File: config.mk
export PLATFORM = sky130hd
export DESIGN_NAME = mmap_tx_logic
export DESIGN_NICKNAME = d
export VERILOG_FILES = /design/src/rtl/mmap_tx_logic.sv
export SDC_FILE = /design/constraint.sdc
export NUM_CORES = 1
export LEC_CHECK = 0
export CAP_MARGIN = 40
export CORE_AREA = 2 2 189 191
export CTS_CLUSTER_DIAMETER = 30
export DETAILED_ROUTE_END_ITERATION = 16
export DIE_AREA = 0 0 191 193
export PLACE_DENSITY_LB_ADDON = 0.08
export SLEW_MARGIN = 25
export SYNTH_ARGS = -nofsm -noshare
export SYNTH_HDL_FRONTEND = slang
export SYNTH_SLANG_ARGS = --single-unit
File: constraint.sdc
create_clock -name clk -period 2.4 [get_ports clk]
set_clock_uncertainty 0.05 [all_clocks]
set_input_delay 0.24 -clock clk [delete_from_list [all_inputs] [get_ports clk]]
set_output_delay 0.24 -clock clk [all_outputs]
set_load 0.05 [all_outputs]
File: src/rtl/mmap_tx_logic.sv
// rtl/mmap_tx_logic.sv - BRAM-to-stream transmit engine with completion interrupt
module mmap_tx_logic #(
  parameter logic [31:0] BASE_ADDR  = 32'h0000_0000,
  parameter int          FIFO_DEPTH = 4
) (
  input  logic        clk,
  input  logic        reset,
  input  logic        start,
  input  logic [12:0] length,
  output logic        busy,
  output logic        tx_tvalid,
  output logic [63:0] tx_tdata,
  output logic        tx_tlast,
  input  logic        tx_tready,
  output logic        usr_irq_req,
  input  logic        usr_irq_ack,
  input  logic        msi_enable,
  input  logic [2:0]  msi_vector_width,
  output logic        clkb,
  output logic        enb,
  output logic [7:0]  web,
  output logic [31:0] addrb,
  output logic [63:0] dinb,
  input  logic [63:0] doutb
);

  localparam int PW = (FIFO_DEPTH > 1) ? $clog2(FIFO_DEPTH) : 1;
  localparam int CW = PW + 1;

  typedef enum logic [1:0] {IDLE, RUN, DRAIN, IRQ} state_t;

  state_t      state;
  logic [12:0] len_q;
  logic [12:0] issued;
  logic [12:0] popped;
  logic        inflight;
  logic [CW-1:0] fifo_count;
  logic [PW-1:0] wr_ptr;
  logic [PW-1:0] rd_ptr;
  logic [63:0] mem [FIFO_DEPTH];
  logic        busy_q;
  logic        irq_q;

  logic        start_ok;
  logic        pop;
  logic        push;
  logic [5:0]  occupancy;
  logic        unused_vec;

  // The MSI width only matters to the interrupt controller upstream.
  assign unused_vec = ^msi_vector_width;

  assign start_ok  = (state == IDLE) && start && (length != 13'd0);
  assign tx_tvalid = (fifo_count != '0);
  assign pop       = tx_tvalid && tx_tready;
  assign push      = inflight;

  // Slots already claimed after this edge: stored words, the read in flight,
  // and the word about to be requested unless a beat leaves at the same time.
  assign occupancy = 6'(fifo_count) + 6'(inflight) + (pop ? 6'd0 : 6'd1);
  assign enb       = (state == RUN) && (issued < len_q) && (occupancy <= 6'(FIFO_DEPTH));

  assign addrb    = BASE_ADDR + {16'b0, issued, 3'b000};
  assign tx_tdata = tx_tvalid ? mem[rd_ptr] : 64'd0;
  assign tx_tlast = tx_tvalid && (popped == len_q - 13'd1);

  assign clkb        = clk;
  assign web         = 8'd0;
  assign dinb        = 64'd0;
  assign busy        = busy_q;
  assign usr_irq_req = irq_q;

  // Read issue, in-flight tracking and FIFO pointer/count bookkeeping.
  always_ff @(posedge clk or negedge reset) begin
    if (!reset) begin
      issued     <= '0;
      popped     <= '0;
      inflight   <= 1'b0;
      fifo_count <= '0;
      wr_ptr     <= '0;
      rd_ptr     <= '0;
    end else begin
      inflight <= enb;
      if (start_ok) begin
        issued <= '0;
        popped <= '0;
      end else begin
        if (enb) issued <= issued + 13'd1;
        if (pop) popped <= popped + 13'd1;
      end
      if (push) wr_ptr <= wr_ptr + 1'b1;
      if (pop)  rd_ptr <= rd_ptr + 1'b1;
      case ({push, pop})
        2'b10:   fifo_count <= fifo_count + 1'b1;
        2'b01:   fifo_count <= fifo_count - 1'b1;
        default: fifo_count <= fifo_count;
      endcase
    end
  end

  // FIFO storage captures BRAM data one cycle after each read request.
  always_ff @(posedge clk) begin
    if (push) mem[wr_ptr] <= doutb;
  end

  // Transfer sequencing with registered busy and interrupt request.
  always_ff @(posedge clk or negedge reset) begin
    if (!reset) begin
      state  <= IDLE;
      len_q  <= '0;
      busy_q <= 1'b0;
      irq_q  <= 1'b0;
    end else begin
      case (state)
        IDLE: begin
          if (start_ok) begin
            len_q  <= length;
            busy_q <= 1'b1;
            state  <= RUN;
          end
        end
        RUN: begin
          if (issued == len_q) state <= DRAIN;
        end
        DRAIN: begin
          if (pop && tx_tlast) begin
            if (msi_enable) begin
              irq_q <= 1'b1;
              state <= IRQ;
            end else begin
              busy_q <= 1'b0;
              state  <= IDLE;
            end
          end
        end
        IRQ: begin
          if (usr_irq_ack) begin
            irq_q  <= 1'b0;
            busy_q <= 1'b0;
            state  <= IDLE;
          end
        end
        default: state <= IDLE;
      endcase
    end
  end

endmodule

==> run metrics <==
Crit path depth=6; Area Growth Syn to Fin=47.39%; r2r startpoint=fifo_count[0]; failing checks=negative setup slack; P per Cell Area=1741 nW/um^2; TNS Setup=-13.18 ns; RSZ-0062 raised after global routing=true; die area=36860 um^2; GR Overflow Total=0; Routed WL=32310 um; status=complete, but fails checks; FF-to-FF path depth=10; family with the most delay on the worst path=simple AND/OR/NAND/NOR gates; most frequent cells in the layout=edfxtp_1 (256), clkdlybuf4s50_1 (96), conb_1 (91); initial DRC count=311; CP Launch Point=len_q[4]; Worst R2R End=issued[10]; Post-Syn Area=13720 um^2; vias in the first global route=8584; post-synth cell types=57; Skew-Pair Late Insertion Delay=0.67 ns; #FFs+latches synth=307; Worst-path clk slew=0.04 ns; WP data arrival=2.74 ns; Via density=4.824; CP Launch Type=register; Starting Density=39.23%; crit path cell chain=or3_4 -> or4_1 -> nand3_1 -> o211ai_1 -> nor4_4 -> buf_12; Remaining DRCs=0; aggregate global-route resource usage=17.96%; CP max stage delay=0.52 ns; Max Cap Viol=0; Filler Cell Count=2746; ys flop type=edfxtp_1; Highest Clock Rate=0.3296 GHz; Worst IR Drop VDD=1.337 mV; non-filler cells, final=1712; core area=34960 um^2; P_leak=7.774 nW; CTS tree=built; Die Span Y=193 um; Setup crit end=tx_tlast; cells after synthesis=878; initial antenna violation count=1; GPL Wtd Cong=0.8023; slowest CP cell=or4_1; number of synthesis warnings=0; worst min path class=in -> async; HPWL after DPL=19200 um; chip width=191 um; Pins Over Slew Limit=0; R2R setup slack=-0.13 ns; Rows=69; worst path bufs/invs=1; count of buffers from port buffering=165; DP Area=16040 um^2; global-route wire length before repair=49250 um; final worst path period share=126.4%; post-layout util=57.82%; fraction of layout cells with a size suffix above 1=38.61%; crit path time final=3.034 ns; post-synthesis sequential area ratio=65.35%; CP Max Fanout=5; largest net degree at the start of global routing=65; CP Class=reg -> out; Max-Slew Margin vs Limit=55.55%; worst endpoint required time=2.11 ns; Design Area, Final=20220 um^2; Avg Synthesized Cell Area=15.62 um^2; Post-synth EDFFs=256; Setup-failing EPs final=74; routed len/inst=18.87 um; Antenna Nets Post-Route=0; Slew @ Worst Pin=0.6668 ns; total I/O pin count=260; placed insts=1530; Setup crit end kind=primary output; via count=8258; Layout Nets=1296; Async SR Flop Fraction=16.61%; pre-CTS setup slack=-0.1892 ns; setup ws final=-0.6336 ns; 1st-pass router iterations=4; n_diodes=0; commonest non-fill, non-tap cell in the layout=edfxtp_1; final hold violations=0
==> worst reg2reg max path, stage by stage, from the launching register on <==
cell and delay (ns):
dfrtp_1 0.37, or3_4 0.41, nand2_4 0.07, fa_2 0.44, o21ai_2 0.14, nand3_2 0.09
buf_12 0.15, buf_6 0.12, buf_6 0.14, nor4_4 0.28, mux2i_1 0.20
==> state kept, by name (all words and copies together), names as in the netlist, 2 cells and up <==
signal,cells
fifo_count,3
issued,13
len_q,13
wr_ptr,2
rd_ptr,2
mem,256
state,2
popped,13
==> cell families (layout without fill, tap and decap cells) <==
group / count (synthesis) / count (layout) / synth area share, %
flip-flops: 307 / 307 / 65.35
AND/OR/NAND/NOR: 232 / 232 / 9.924
buffers and inverters: 153 / 436 / 6.741
multiplexers: 75 / 75 / 11.31
AO/OA/AOI/OAI: 62 / 62 / 2.819
adder cells (fa/ha/maj): 24 / 24 / 2.299
XOR/XNOR: 24 / 24 / 1.532
other: 1 / 91 / 0.02734
==> how the worst min path moves through the flow <==
stage / start / endpoint
finish: reset / fifo_count[1]
CTS: reset / rd_ptr[0]
floorplan: reset / busy
global route: reset / fifo_count[1]
global placement: reset / fifo_count[1]
detailed placement: reset / fifo_count[1]
==> through the flow <==
step	hold WS (ns)	total power [mW]
floorplan	-0.1056	16.44
global placement	0.2092	20.45
detailed placement	0.2122	20.48
CTS	0.04489	34.82
global route	0.08577	36.71
finish	0.06121	35.19
==> what timing repair did <==
item	CTS	global route
hold endpoints to repair	51	0
hold buffers	1	0
endpoints found under the setup margin	78	80
pin swaps	4	15
setup buffers	12	21
resized for setup	161	65
gates cloned	8	0
==> routing by layer <==
metal  part of all wire [%]  track usage [%]
met1                     43            22.63
met2                     49            28.89
met3                    6.0            5.014
met4                    2.3            8.408
met5                      0                0
==> where the power goes <==
part	leakage [nW]	switching (mW)	total (mW)	internal (mW)
registers	2.99	0.562	7.89	7.33
logic	3.32	8.43	15.4	6.96
clock network	1.47	3.28	11.9	8.63
total	7.77	12.3	35.2	22.9
==> cell type report <==
cell class | instances | area, um^2 | share of cell area (%)
flip-flops and latches | 307 | 8981 | 44.42
multi-input cells | 508 | 4611 | 22.81
repair buffers | 261 | 2925 | 14.47
clock buffers | 102 | 2203 | 10.90
clock inverters | 47 | 819.5 | 4.054
well taps | 461 | 576.8 | 2.853
inverters | 26 | 100.1 | 0.4951
==> Yosys cell counts, types with 11 or more instances <==
cell type / n / area share (%)
xnor2_1: 13 / 0.83
mux2i_1: 11 / 0.80
nand4_1: 17 / 0.78
inv_1: 24 / 0.66
a21oi_1: 11 / 0.40
buf_4: 92 / 5.0
xor2_1: 11 / 0.70
nor4_1: 13 / 0.59
mux4_2: 64 / 11
o21ai_0: 22 / 0.80
nor2_1: 16 / 0.44
nand2_1: 48 / 1.3
ha_1: 22 / 2.0
and2_1: 70 / 3.2
clkbuf_1: 25 / 0.68
dfrtp_1: 51 / 9.3
nand3_1: 13 / 0.47
edfxtp_1: 256 / 56
Power figures use the tool's default switching activity.
